**src/rtl/regfile_scoreboard.sv**
```systemverilog
// Register file with per-register busy (pending producer) scoreboard.
// Two write ports (port 1 wins on address collision), RD_PORTS combinational
// read ports, issue/flush control of busy bits and a registered busy count.
// Optional macro REGFILE_BYPASS_EN: reads see same-cycle write data and busy.
module regfile_scoreboard #(
  parameter int unsigned DATA_W   = 32,
  parameter int unsigned ADDR_W   = 5,
  parameter int unsigned RD_PORTS = 2
) (
  input  logic                       clk,
  input  logic                       rst_n,
  input  logic [RD_PORTS*ADDR_W-1:0] rd_addr_i,
  output logic [RD_PORTS*DATA_W-1:0] rd_data_o,
  output logic [RD_PORTS-1:0]        rd_busy_o,
  input  logic                       wr0_en_i,
  input  logic [ADDR_W-1:0]          wr0_addr_i,
  input  logic [DATA_W-1:0]          wr0_data_i,
  input  logic                       wr1_en_i,
  input  logic [ADDR_W-1:0]          wr1_addr_i,
  input  logic [DATA_W-1:0]          wr1_data_i,
  input  logic                       iss_en_i,
  input  logic [ADDR_W-1:0]          iss_rd_i,
  input  logic                       flush_i,
  output logic [ADDR_W:0]            busy_cnt_o
);

  localparam int unsigned DEPTH = 2 ** ADDR_W;

  logic [DATA_W-1:0] mem_q [DEPTH];
  logic [DEPTH-1:0]  busy_q, busy_d;
  logic [ADDR_W:0]   cnt_q, cnt_d;

  logic wr0_hit, wr1_hit, iss_set;

  // Qualified write/issue strobes; address 0 is hardwired and never touched.
  always_comb begin
    wr0_hit = wr0_en_i && (wr0_addr_i != '0);
    wr1_hit = wr1_en_i && (wr1_addr_i != '0);
    iss_set = iss_en_i && (iss_rd_i != '0) && !flush_i;
  end

  // Next busy vector: clears from writes, then flush or issue set (set wins).
  always_comb begin
    busy_d = busy_q;
    if (wr0_hit) busy_d[wr0_addr_i] = 1'b0;
    if (wr1_hit) busy_d[wr1_addr_i] = 1'b0;
    if (flush_i) busy_d = '0;
    else if (iss_set) busy_d[iss_rd_i] = 1'b1;
  end

  // Population count of the next busy vector, registered into busy_cnt_o.
  always_comb begin
    cnt_d = '0;
    for (int unsigned i = 0; i < DEPTH; i++)
      cnt_d = cnt_d + {{ADDR_W{1'b0}}, busy_d[i]};
  end

  // Data storage; port 1 assignment comes last so it wins on a collision.
  always_ff @(posedge clk or negedge rst_n) begin
    if (!rst_n) begin
      for (int unsigned i = 0; i < DEPTH; i++) mem_q[i] <= '0;
    end else begin
      if (wr0_hit) mem_q[wr0_addr_i] <= wr0_data_i;
      if (wr1_hit) mem_q[wr1_addr_i] <= wr1_data_i;
    end
  end

  // Busy bits and busy count state.
  always_ff @(posedge clk or negedge rst_n) begin
    if (!rst_n) begin
      busy_q <= '0;
      cnt_q  <= '0;
    end else begin
      busy_q <= busy_d;
      cnt_q  <= cnt_d;
    end
  end

  assign busy_cnt_o = cnt_q;

  logic [ADDR_W-1:0] ra;
  logic [DATA_W-1:0] rdat;
  logic              rbusy;

  // Combinational read ports, forced to zero while reset is asserted.
  always_comb begin
    rd_data_o = '0;
    rd_busy_o = '0;
    ra        = '0;
    rdat      = '0;
    rbusy     = 1'b0;
    for (int unsigned k = 0; k < RD_PORTS; k++) begin
      ra    = rd_addr_i[k*ADDR_W +: ADDR_W];
      rdat  = mem_q[ra];
      rbusy = busy_q[ra];
`ifdef REGFILE_BYPASS_EN
      if (wr1_hit && (wr1_addr_i == ra)) begin
        rdat  = wr1_data_i;
        rbusy = iss_set && (iss_rd_i == ra);
      end else if (wr0_hit && (wr0_addr_i == ra)) begin
        rdat  = wr0_data_i;
        rbusy = iss_set && (iss_rd_i == ra);
      end
`endif
      if (rst_n) begin
        rd_data_o[k*DATA_W +: DATA_W] = rdat;
        rd_busy_o[k]                  = rbusy;
      end
    end
  end

endmodule

```
**config.mk**
```make
export PLATFORM = sky130hd
export DESIGN_NAME = regfile_scoreboard
export DESIGN_NICKNAME = d
export VERILOG_FILES = /design/src/rtl/regfile_scoreboard.sv
export SDC_FILE = /design/constraint.sdc
export NUM_CORES = 2
export LEC_CHECK = 0
export ABC_AREA = 0
export BUFFER_PORTS_ARGS = -buffer_cell sky130_fd_sc_hd__buf_2
export CAP_MARGIN = 20
export CORE_MARGIN = 2
export CORE_UTILIZATION = 52
export CTS_BUF_LIST = sky130_fd_sc_hd__clkbuf_8
export CTS_CLUSTER_DIAMETER = 40
export DETAILED_ROUTE_END_ITERATION = 10
export PLACE_DENSITY = 0.68
export SKIP_LAST_GASP = 1
export SYNTH_ARGS = -nofsm -noshare
export SYNTH_HDL_FRONTEND = slang
export SYNTH_SLANG_ARGS = --single-unit
```
**constraint.sdc**
```tcl
create_clock -name clk -period 5.9 [get_ports clk]
set_clock_uncertainty 0.1 [all_clocks]
set_input_delay 0.59 -clock clk [delete_from_list [all_inputs] [get_ports clk]]
set_output_delay 0.59 -clock clk [all_outputs]
set_load 0.01 [all_outputs]
```
==> reports/qor.yml <==
outcome:
  status: "completed"
synth:
  synth.area.top_cells: "dfrtp_1, mux2i_1, mux4_2"
  synth-simple-area-share_pct: 8.07
  seq_area_frac_synth_pct: 39.9
  syn_nets: 6359
  synth_top_family_by_area: "multiplexers"
  async_flop_share_pct: 100
  synth-edff-count: 0
  yosysWarnings: 0
  synth_mux_area_share_pct: 33.6
  synth_top_cell_by_area: "dfrtp_1"
  synth_compound_area_share_pct: 12.1
  yosysTopAreaCellShare_pct: 39.9
  avgSynthCellArea_um2: 10.7
  ys_ff_latch: 1062
  syn_inst: 6233
  syn-cell-area_um2: 66600
  yosysMostFrequentCell: "dfrtp_1"
  synth_flop_cell: "dfrtp_1"
  synth_xor_area_share_pct: 0.0395
  synth_commonest_cells: "dfrtp_1, mux2i_1, nand2_1"
  yosysUniqueCellTypes: 55
  yosys.area_share.adder_pct: 0.853
cts:
  path_clk_slew_ns: 0.06
  clk_path_buf_depth: 3
  htreeDepth: 4
  cts_sinks: 1062
  cts_root_buf: "clkbuf_8"
  cts_setup_buffers: 0
  cts_buffers: 190
  cts_tree: "yes"
  clk_latency_ns: 0.95
setup_path:
  max_stage_delay_ns: 0.61
  arrival_ns: 6.28
  worstPathRequired_ns: 6.66
  critical_path_class: "in2reg"
  slowest_stage: "dlygate4sd3_1"
  cp-end-kind: "flip-flop"
  cpMostUsedCell: "fa_1"
  crit_chain: "dlygate4sd3_1, buf_2, and3_1, a32oi_1, nor2_1, fa_1, inv_1, fa_1, fa_1, fa_1, fa_1, fa_1, inv_1, ha_1, fa_2, a21o_1, a21oi_1, xnor2_1"
  critPathMaxFanout: 8
  start_kind: "input port"
route:
  wl_per_cell_um: 33.9
  drt_wl_total_um: 267000
  drtIter0Drc: 8727
  drtPass1Iterations: 9
  drcViolationCount: 0
  via_count: 55500
  vias_per_cell: 7.04
  detail-route-antenna-nets: 0
pwr:
  fin_total_pwr_mw: 23.9
  p_leak_nw: 32.2
  p_comb_share_pct: 24.4
  p_clk_share_pct: 31.6
  p_seq_share_pct: 44.1
  switchingPower_mw: 7.49
  sw_frac_of_total_pct: 31.4
  p_int_mw: 16.4
  power_density_nw_per_um2: 328
  peakVddDrop_mv: 0.235
floorplanning:
  fp.dieH_um: 362
  fp.coreArea_um2: 127000
  num_io_pins: 167
  core.rowCount: 131
  start_util_pct: 52.3
  die_w_um: 362
  dieArea_um2: 131000
sta:
  fmax_mhz: 181
  worstMarginPinSlew_ns: 1.30
  timing.final.crit_period_ns: 5.52
  finalCritPeriodShare_pct: 93.5
  finalSetupViolCount: 0
  rsz0062_at_grt: "false"
  relSlewSlack_pct: 13.0
  drv_slew: 0
  hold_viol_final: 0
placed_design:
  placed_area_um2: 68500
  gp_congestion: 0.908
  portBuffers: 166
  hpwl_um: 148000
global_routing:
  antenna_found_initial: 26
  grt_pass1_vias: 53300
  grt_pass1_wl_um: 382000
  gr-usage-all-layers_pct: 40.5
  grt_overflow: 0
  grt_max_degree: 97
layout:
  drive_gt1_share_pct: 21.8
  nNetsFinal: 6173
  fin_util_pct: 57.0
  stdcell_area_um2: 72700
  area_growth_pct: 9.12
worst_hold_path:
  min_path_type: "in2reg"
flow_run:
  maxCapViolCount: 0
## logic make-up (layout without fill, tap and decap cells)
group,count (synthesis),in the layout
compound gates,1398,1398
flops,1062,1062
other cells,0,23
xor+xnor,3,3
buf+inv,787,745
fa+ha+maj,31,31
simple gates,1308,1308
mux,1644,1644
## final timing paths
kind	startpoint	to	slack (ns)	cells after the start
worst max-delay path	iss_rd_i[0]	busy_cnt_o[4]	0.38	18
worst min-delay path	iss_rd_i[4]	busy_q[15]	0.06	4
worst min register to register	mem_q[995]	mem_q[995]	0.30	0
min in group asynchronous	rst_n	mem_q[843]	0.24	2
max in group asynchronous	rst_n	mem_q[254]	3.47	4
worst max register to register	busy_q[27]	busy_cnt_o[4]	0.85	15
## per-layer routing
metal | part of all wire [%] | wire length, µm | track usage (%)
met1 | 35 | 94500 | 52.4
met2 | 42 | 111000 | 56.8
met3 | 16 | 41900 | 16.2
met4 | 7.2 | 19200 | 25.4
met5 | 0.055 | 146 | 0.259
## area by class of cell
| cell class | instances | area [µm²] |
|---|---|---|
| Inverter | 25 | 98.8 |
| Sequential cell | 1062 | 26600 |
| Antenna cell | 23 | 57.6 |
| Tap cell | 1662 | 2080 |
| Clock buffer | 236 | 3250 |
| Clock inverter | 100 | 800 |
| Multi-Input combinational cell | 4384 | 36900 |
| Timing Repair Buffer | 384 | 2850 |
| Fill cell | 10500 | 54700 |
## critical path, delay by kind of cell
family,cells,cell delay [ns]
compound gates,3,0.45
xor+xnor,1,0.13
fa+ha+maj,8,3.48
buf+inv,4,0.95
simple gates,2,0.66
## state kept, by name, indices dropped and copies added (netlist names)
name,cells
mem_q,1024
busy_q,32
busy_cnt_o,6
## stage by stage
step	std cells	worst slack (ns)	hold WS, ns	setup TNS, ns
global placement	7512	-0.150	0.276	-0.215
detailed placement	7512	-0.213	0.284	-0.487
CTS	7851	0.464	0.0135	0
floorplan	6233	0.0431	0.194	0
finish	7876	0.381	0.0575	0
global route	7864	0.262	0.0745	0
## cell usage in the layout, fill, tap and decap left out, types with 12 or more instances in the layout
master         n
o2111ai_1     20
a221oi_1      46
a31oi_1       98
clkinvlp_4    12
buf_4        188
buf_2        159
mux4_2       462
a32oi_1       57
a21oi_1      491
o21ai_0      489
dfrtp_1     1062
nand2_1      608
diode_2       23
mux2i_1     1050
clkbuf_8     236
inv_1         74
clkinv_2      22
nand2_4       24
fa_1          23
bufinv_16     13
nor2_4        32
o221ai_1      67
o21ai_1       37
buf_12        25
mux2_2       132
nor2_1       532
nand3b_1      17
a22oi_1       66
## power by group through the flow
| stage | sequential, mW | clock, mW | combinational (mW) |
|---|---|---|---|
| after floorplan | 10.1 | 0 | 4.39 |
| after global placement | 10.4 | 0 | 5.53 |
| after detailed placement | 10.6 | 0 | 5.71 |
| after CTS | 10.5 | 7.52 | 5.71 |
| after global routing | 10.7 | 7.85 | 6.25 |
| final | 10.5 | 7.53 | 5.81 |
## what timing repair did
item	4_1_cts	5_1_grt
hold buffers	3	0
endpoints found under the hold margin	56	0
gates resized for setup	0	0
No activity file was read; power rests on OpenSTA's default activity.
